## src/rtl/pulse_stretcher.sv

```systemverilog
// pulse_stretcher: turns single-cycle event pulses into fixed-width high windows
// separated by guaranteed low gaps, queueing events that arrive mid-window.
//   clk  : system clock, rising edge
//   rst  : asynchronous active-low reset
//   in   : event input, each cycle sampled high is one event
//   out  : stretched output (registered)
//   busy : high whenever a window or gap is in progress (registered)
//   pend : number of queued events (registered)
//   drop : one-cycle pulse the cycle after an event is discarded
module pulse_stretcher #(
    parameter int HIGH_LEN = 4,
    parameter int GAP_LEN  = 1,
    parameter int PEND_MAX = 3,
    parameter int RETRIG   = 0
) (
    input  logic                            clk,
    input  logic                            rst,
    input  logic                            in,
    output logic                            out,
    output logic                            busy,
    output logic [$clog2(PEND_MAX+1)-1:0]   pend,
    output logic                            drop
);
    localparam int PW   = $clog2(PEND_MAX + 1);
    localparam int CMAX = HIGH_LEN > GAP_LEN ? HIGH_LEN : GAP_LEN;
    localparam int CW   = $clog2(CMAX + 1);
    localparam logic [CW-1:0] HIGH_LD = CW'(HIGH_LEN - 1);
    localparam logic [CW-1:0] GAP_LD  = CW'(GAP_LEN - 1);
    localparam logic [PW-1:0] PMAX    = PW'(PEND_MAX);

    typedef enum logic [1:0] {IDLE, HIGH, GAP} state_t;

    state_t        state, state_n;
    logic [CW-1:0] cnt, cnt_n;
    logic [PW-1:0] pend_n;
    logic          drop_n;
    logic          cnt_z, retrig_hit, enq, deq, full, start;

    always_comb begin
        cnt_z      = cnt == '0;
        retrig_hit = (RETRIG != 0) && state == HIGH && in;
        // in GAP every event queues; in HIGH only when not retriggering
        enq        = in && (state == GAP || (state == HIGH && RETRIG == 0));
        // a new window leaves the gap if anything is queued or arrives on the exit edge
        deq        = state == GAP && cnt_z && (pend != '0 || in);
        full       = pend == PMAX;
        start      = (state == IDLE && in) || retrig_hit || deq;
        state_n    = state == IDLE ? (in ? HIGH : IDLE) :
                     state == HIGH ? ((cnt_z && !retrig_hit) ? GAP : HIGH) :
                     (cnt_z ? (deq ? HIGH : IDLE) : GAP);
        cnt_n      = start                          ? HIGH_LD :
                     (state == HIGH && cnt_z)       ? GAP_LD  :
                     (state == IDLE || cnt_z)       ? '0      : cnt - CW'(1);
        // simultaneous enq and deq cancel, so a full queue never drops in that case
        pend_n     = (enq && !deq && !full) ? pend + PW'(1) :
                     (deq && !enq)          ? pend - PW'(1) : pend;
        drop_n     = enq && !deq && full;
    end

    always_ff @(posedge clk or negedge rst) begin
        if (!rst) begin
            state <= IDLE;
            cnt   <= '0;
            pend  <= '0;
            drop  <= 1'b0;
        end else begin
            state <= state_n;
            cnt   <= cnt_n;
            pend  <= pend_n;
            drop  <= drop_n;
        end
    end

    assign out  = state == HIGH;
    assign busy = state != IDLE;
endmodule
```

## config.mk

```make
export PLATFORM = sky130hd
export DESIGN_NAME = pulse_stretcher
export DESIGN_NICKNAME = d
export VERILOG_FILES = /design/src/rtl/pulse_stretcher.sv
export SDC_FILE = /design/constraint.sdc
export NUM_CORES = 1
export LEC_CHECK = 0
export ABC_AREA = 0
export CORE_UTILIZATION = 33
export DETAILED_ROUTE_END_ITERATION = 8
export PLACE_DENSITY = 0.6
export SLEW_MARGIN = 5
export SYNTH_ARGS = -nofsm -noshare
export SYNTH_HDL_FRONTEND = slang
export SYNTH_SLANG_ARGS = --single-unit
```

## constraint.sdc

```tcl
create_clock -name clk -period 1.5 [get_ports clk]
set_input_delay 0.3 -clock clk [delete_from_list [all_inputs] [get_ports clk]]
set_output_delay 0.3 -clock clk [all_outputs]
set_load 0.005 [all_outputs]
```

# Word level (Yosys, flattened, before mapping)
# Cells that the tools add are included.
# classes
n_eq_ne	3
n_mux	11
reduce_logical	21
add_sub_neg	3
# op_table
cell	n
$mux W2	6
$logic_and A1 B1 Y1	9
$mux W3	3
$reduce_bool A2 Y1	3
$eq A2 B2 Y1 const B	2
$logic_or A1 B1 Y1	4
$logic_not A1 Y1	3
$logic_not A3 Y1	1
$sub A3 B1 Y3 const B	1
$add A2 B1 Y2 const B	1
$eq A2 B1 Y1 const B	1
$logic_not A2 Y1	1
$mux W1	2
$sub A2 B1 Y2 const B	1
# totals
regBits	8
out_inout_bits	5
elab_cells	42
inputBits	3

# Logic depth before layout (Yosys ltp)
# Gate-level depths: netlist of run 1.
# logic_depth
word_depth	7
depth_mapped	6
ltp_nobuf	6

# Worst setup path after synthesis of run 1
# No wires, ideal clock.
# synth_timing
kind	flip-flop to flip-flop
start	register cnt[0]
end	register cnt[0]
t_arrival_ns	1.416
path_buffers	0
setup_ns	0.083
period_less_slack_ns	1.498
required_ns	1.417
path_slack_ns	0.002
path_stages_with_launch	7
cell_sequence	dfrtp_1 > inv_1 > ha_1 > ha_1 > ha_1 > or3_4 > o21ai_0
# synth_via
elab_chain_len	5
word_cells_on_any_way	10
cone_classes	add/sub: 1; mux: 3; reduce/logical: 6
# synth_rtl
item	line	text
start: declaration	34	logic [CW-1:0] cnt, cnt_n;
start signal: assignment	68	cnt <= cnt_n;
parallel branches: the longest is 4 deep, another holds $sub A3 B1 Y3	n/a	
$mux W3 (*)	51	cnt_n = start ? HIGH_LD :
via cnt_n[0]	34	
# Mark *: on every way through the listed nets, which the timed path passes.
# A chain may end at the register's enable or synchronous reset.

# Worst setup path in the final report of run 1
# layout_timing
start	register cnt[0]
end	register state[0]
# layout_via
elab_chain_len	7
word_cells_on_any_way	8
cone_classes	mux: 5; reduce/logical: 3
# layout_rtl
item	line	text
$logic_not A3 Y1 (*)	40	cnt_z = cnt == '0;
$logic_and A1 B1 Y1 (2 in a row)	45	deq = state == GAP && cnt_z && (pend != '0 || in);
$mux W1	50	(cnt_z ? (deq ? HIGH : IDLE) : GAP);
$mux W2	50	
$mux W2 (*)	49	state == HIGH ? ((cnt_z && !retrig_hit) ? GAP : HIGH) :
$mux W2 (*)	48	state_n = state == IDLE ? (in ? HIGH : IDLE) :
via state_n[0]	33	state_t state, state_n;
end signal: assignment	67	state <= state_n;
end: declaration	33	
# Mark *: on every way through the listed nets, which the timed path passes. The rest lies on a longest branch.

==> flow_summary.yaml, run 1 <==
run_status:
  outcome: "finished, violations left"
  violations: "setup timing"
logic_synthesis:
  yosys_warnings: 0
  ys_async_sr_fraction_pct: 100
  netlist_area_um2: 465
  seq_area_frac_synth_pct: 43.0
  syn_inst: 45
  syn_nets: 54
  synth_top_area_share_pct: 43.0
  synth_edf_count: 0
  yosysTopAreaCell: "dfrtp_1"
  ys_types: 20
  synth_seq_cells: 8
  synth.top_cells.by_count: "8 x dfrtp_1, 7 x inv_1, 6 x ha_1, 6 x o21ai_0"
  yosysMostFrequentCell: "dfrtp_1"
  synthTopCellsByArea: "dfrtp_1 43%, ha_1 16%, o21ai_0 6.5%, inv_1 5.6%, nor4b_2 3.2%"
  yosys_most_used_dff: "dfrtp_1"
  avgSynthCellArea_um2: 10.3
worst_setup_path:
  crit_fanout: 3
  critPathArrivalTime_ns: 1.66
  crit_chain: "inv_1, ha_2, ha_4, buf_6, buf_4, and3b_2, o21ai_0, o21ai_1"
  critPathKind: "register to register"
  worst-path-buf-inv: 3
  cp_slowest_cell: "dfrtp_1"
  r2r_slack_ns: -0.03
  endpoint_kind: "register"
  slowest_delay_ns: 0.34
  crit_family: "flip-flops"
  critPathRequiredTime_ns: 1.63
  crit_path_start_kind: "register"
global_route:
  grt_pass1_wl_um: 1350
  overflow: 0
  antenna_found_initial: 0
  gr-usage-all-layers_pct: 13.2
  first_global_vias: 325
  grt_max_degree: 9
run:
  max_cap_violations: 0
sta:
  maxSlewHeadroom_pct: 75.0
  period_minus_slack_ns: 1.53
  hold_viol_final: 0
  whs_ns: 0.326
  min_period_over_period_pct: 102
  clock.fmax_ghz: 0.654
  rsz0062_at_grt: "true"
  fin_setup_tns_ns: -0.0293
  maxSlewViolCount: 0
  tightest_slew_ns: 0.374
  setup_viol: 1
  layout_setup_ws_ns: -0.0293
  skew_ns: 0.00485
route:
  wire_per_inst_um: 11.3
  met1_length_um: 424
  vias: 363
  drt_iter0_markers: 3
  drtAntennaViolNets: 0
  dr.pass1.iters: 3
  viasPerCell: 4.78
  routed-wl-met3_um: 26
  drc_errors: 0
  wl_um: 860
  top_layer: "met4"
  dr_wl_met2_um: 401
placed_design:
  io_buffer_count: 7
  dpl_cell_area_um2: 569
  post-place-ws_ns: -0.0548
  place.gp.congestion: 0.721
  dp_hpwl_um: 598
finish:
  antenna_cells: 0
  seq_area_um2: 200
  utilization_pct: 50.3
  fill_cells: 128
  finish.net_count: 72
  area_growth_pct: 40.6
  multiInputGateArea_um2: 269
  final_cell_area_um2: 654
  drive_gt1_share_pct: 34.4
clock_network:
  cts_sinks: 8
  clk_pin_slew_ns: 0.06
  cts_tree: "built"
  cts_buffers: 3
  clkLatencyLatePin_ns: 0.25
  h-tree-depth: 1
  ctsRootBufferMaster: "clkbuf_4"
  postCtsHoldBufs: 0
  max-clock-path-buffers: 2
die:
  coreArea_mm2: 0.00130
  fp.dieH_um: 39.6
  start_util_pct: 35.8
  dieArea_mm2: 0.00156
  io_pins: 8
  rows: 13
  die_x_um: 39.6
hold_path:
  holdCritPathClass: "primary input to asynchronous set/reset pin"
power:
  pwr_density_cell_mw_per_mm2: 2140
  peakVddDrop_v: 0.000877
  leakagePower_uw: 0.000301
layout by cell type, fill, tap and decap left out, types with 2 or more instances in the layout:
| master | count |
|---|---|
| ha_1 | 2 |
| clkbuf_4 | 3 |
| ha_2 | 2 |
| dfrtp_1 | 8 |
| inv_2 | 2 |
| o21ai_1 | 2 |
| ha_4 | 2 |
| inv_1 | 5 |
| buf_4 | 5 |
| clkdlybuf4s50_1 | 5 |
| a21oi_1 | 2 |
| nor2_1 | 2 |
| o21ai_0 | 4 |
layout make-up:
class / count / share of cell area (%)
inverter: 7 / 4.02
tap: 15 / 2.87
multi-input combinational: 30 / 41.1
sequential: 8 / 30.6
clock buffer: 3 / 3.44
timing repair buffer: 13 / 18.0
cells by family (layout without fill, tap and decap cells):
logic type	count (synthesis)	in the layout	synth area share, %
AO/OA/AOI/OAI	13	13	17.7
AND/OR/NAND/NOR	11	11	17.5
flip-flops	8	8	43.0
buffers and inverters	7	23	5.65
adder cells (fa/ha/maj)	6	6	16.1
power breakdown:
group | internal, µW | switching [µW] | total, µW
sequential | 314 | 47.2 | 361
clock | 91.7 | 75.0 | 167
combinational | 488 | 384 | 872
total | 894 | 507 | 1400
final timing paths:
path,end,depth (start not counted),startpoint
min,cnt[2],1,rst
max in group asynchronous,pend[1],1,rst
max reg2reg,state[0],8,cnt[0]
min reg2reg,cnt[0],1,cnt[0]
max,state[0],8,cnt[0]
min in group clk,cnt[0],1,cnt[0]
through the flow:
stage,cells,total power (µW)
floorplan,45,812
global placement,69,1070
detailed placement,69,1080
CTS,75,1380
global route,76,1530
finish,76,1400
registers in the layout, summed over array words and instances, names as in the netlist:
name / flops
drop: 1
cnt: 3
pend: 2
state: 2
layer usage:
metal	GRT usage, %	vias up
met1	16.5	166
met4	7.76	0
met3	1.70	2
met2	21.3	5
met5	0	-
li1	-	190
what timing repair did:
| action | 4_1_cts | 5_1_grt |
|---|---|---|
| pin swaps | 4 | 3 |
| endpoints found under the hold margin | 0 | 0 |
| buffers inserted | 3 | 1 |
| resized for setup | 11 | 3 |
| endpoints found under the setup margin | 8 | 5 |
Note: power is estimated with default switching activity, not from simulation.
==> inputs of run 2 (changes only) <==
- CORE_MARGIN: unset -> 2
- SLEW_MARGIN: 5 -> unset
==> run 2 against run 1 <==
Against the previous run: the run now ends clean; cell area rose by 3.1%; hold slack improved by 0.0086 ns; non-clock buffer count did not move; clock power barely moved; count of clock-buffer cells in the layout did not move; sequential power rose by 2%; critical endpoint is now pend[1]; largest cell class unchanged; highest routed layer is now met3.
==> flow_summary.yaml, run 2 (synthesis gave the netlist of run 1 again) <==
sta:
  min_period_over_period_pct: 98.2
  skew_ns: 0.000150
  period_minus_slack_ns: 1.47
  rsz0062_at_grt: "true"
  maxSlewViolCount: 0
  hold_viol_final: 0
  maxSlewHeadroom_pct: 74.3
  setup_viol: 0
  whs_ns: 0.335
  tightest_slew_ns: 0.384
  clock.fmax_ghz: 0.679
die:
  fp.dieH_um: 41.6
  io_pins: 8
  rows: 13
  dieArea_mm2: 0.00173
  coreArea_mm2: 0.00130
  start_util_pct: 35.8
  die_x_um: 41.6
worst_setup_path:
  endpoint_kind: "register"
  crit_family: "simple AND/OR/NAND/NOR gates"
  cp_slowest_cell: "dfrtp_1"
  crit_fanout: 6
  cp_common_cell: "ha_4"
  cp-startpoint: "cnt[0]"
  r2r_slack_ns: 0.03
  rr_endpoint: "pend[1]"
  r2r_start: "cnt[0]"
  crit_path_start_kind: "register"
  reg2regPathDepth: 7
  critPathRequiredTime_ns: 1.69
  crit_chain: "inv_2, ha_4, ha_4, buf_6, nand3b_1, nor4b_2, a211o_1"
  slowest_delay_ns: 0.39
  critPathKind: "register to register"
  worst-path-buf-inv: 2
  critPathArrivalTime_ns: 1.67
placed_design:
  place.gp.congestion: 0.736
  dp_cells: 70
  dp_hpwl_um: 609
  dpl_cell_area_um2: 577
  io_buffer_count: 7
finish:
  top_register: "cnt"
  utilization_pct: 51.8
  reg_top3: "cnt: 3 flops, pend: 2 flops, state: 2 flops"
  final_cells: 76
  area_growth_pct: 44.9
  finish.net_count: 72
  final_cell_area_um2: 674
  fill_cells: 129
  layout_common_cells: "8 x dfrtp_1, 5 x clkdlybuf4s50_1, 5 x buf_4"
  largest_register_ffs: 3
  antenna_cells: 0
  final_common_cell: "dfrtp_1"
  drive_gt1_share_pct: 37.7
power:
  swShare_pct: 36.3
  clkPwrFrac_pct: 11.2
  pwr_density_cell_mw_per_mm2: 2180
  p_sw_uw: 534
  pwr-share-seq_pct: 25.0
  total_power_uw: 1470
  p_int_uw: 937
  leakagePower_uw: 0.000303
  peakVddDrop_v: 0.000894
  power_frac_comb_pct: 63.8
route:
  wl_um: 896
  drtAntennaViolNets: 0
  routed-wl-met3_um: 58
  met1_length_um: 443
  drt_iter0_markers: 5
  dr.pass1.iters: 4
  vias: 374
  top_layer: "met3"
  drc_errors: 0
  wire_per_inst_um: 11.8
  viasPerCell: 4.92
  dr_wl_met2_um: 395
clock_network:
  clk_pin_slew_ns: 0.05
  cts_sinks: 8
  h-tree-depth: 1
  clkLatencyLatePin_ns: 0.25
  max-clock-path-buffers: 2
  cts_tree: "built"
  cts_buffers: 3
  ctsRootBufferMaster: "clkbuf_4"
run:
  max_cap_violations: 0
global_route:
  first_global_vias: 347
  grt_max_degree: 9
  antenna_found_initial: 0
  gr-usage-all-layers_pct: 12.2
  grt_pass1_wl_um: 1520
  overflow: 0
hold_path:
  holdCritPathClass: "primary input to asynchronous set/reset pin"
run_status:
  outcome: "finished clean"
-- run 2: area by class of cell --
class	instances	area [µm²]	area share [%]
clock buffer	3	22.5	3.34
inverter	7	26.3	3.90
multi-input combinational	30	289	42.9
sequential	8	200	29.7
tap	15	18.8	2.78
timing repair buffer	13	118	17.4
-- run 2: repair_timing --
action                                  4_1_cts  5_1_grt
pin swaps                                     0        4
endpoints found under the setup margin        9        7
gates resized for setup                      10        8
gates cloned                                  0        0
hold buffers                                  0        0
buffers inserted                              3        0
-- run 2: worst max-delay path by stage --
stage | slack (ns) | depth (start not counted) | endpoint
after global placement | -0.06 | 6 | cnt[0]
after detailed placement | -0.09 | 7 | pend[1]
after floorplan | 0.002 | 6 | cnt[0]
after global routing | -0.03 | 7 | pend[1]
after CTS | 0.007 | 3 | out
final | 0.03 | 7 | pend[1]
-- run 2: per-layer routing --
metal / up-vias / GRT usage [%]
met5: - / 0
met4: 0 / 3.87
met3: 0 / 8.26
met2: 11 / 16.3
met1: 169 / 15.6
li1: 194 / -
-- run 2: power by group through the flow --
stage | Clock, µW | Sequential, µW | Combinational [µW]
3_3_place_gp | 0 | 368 | 730
3_5_place_dp | 0 | 370 | 730
6_report | 164 | 368 | 939
5_1_grt | 190 | 377 | 1050
4_1_cts | 170 | 359 | 850
2_1_floorplan | 0 | 363 | 450
-- run 2: per-stage QoR --
stage | setup WS, ns | setup TNS [ns]
after floorplan | 0.00161 | 0
after global placement | -0.0638 | -0.164
after detailed placement | -0.0892 | -0.327
after CTS | 0.00724 | 0
after global routing | -0.0269 | -0.0483
final | 0.0264 | 0
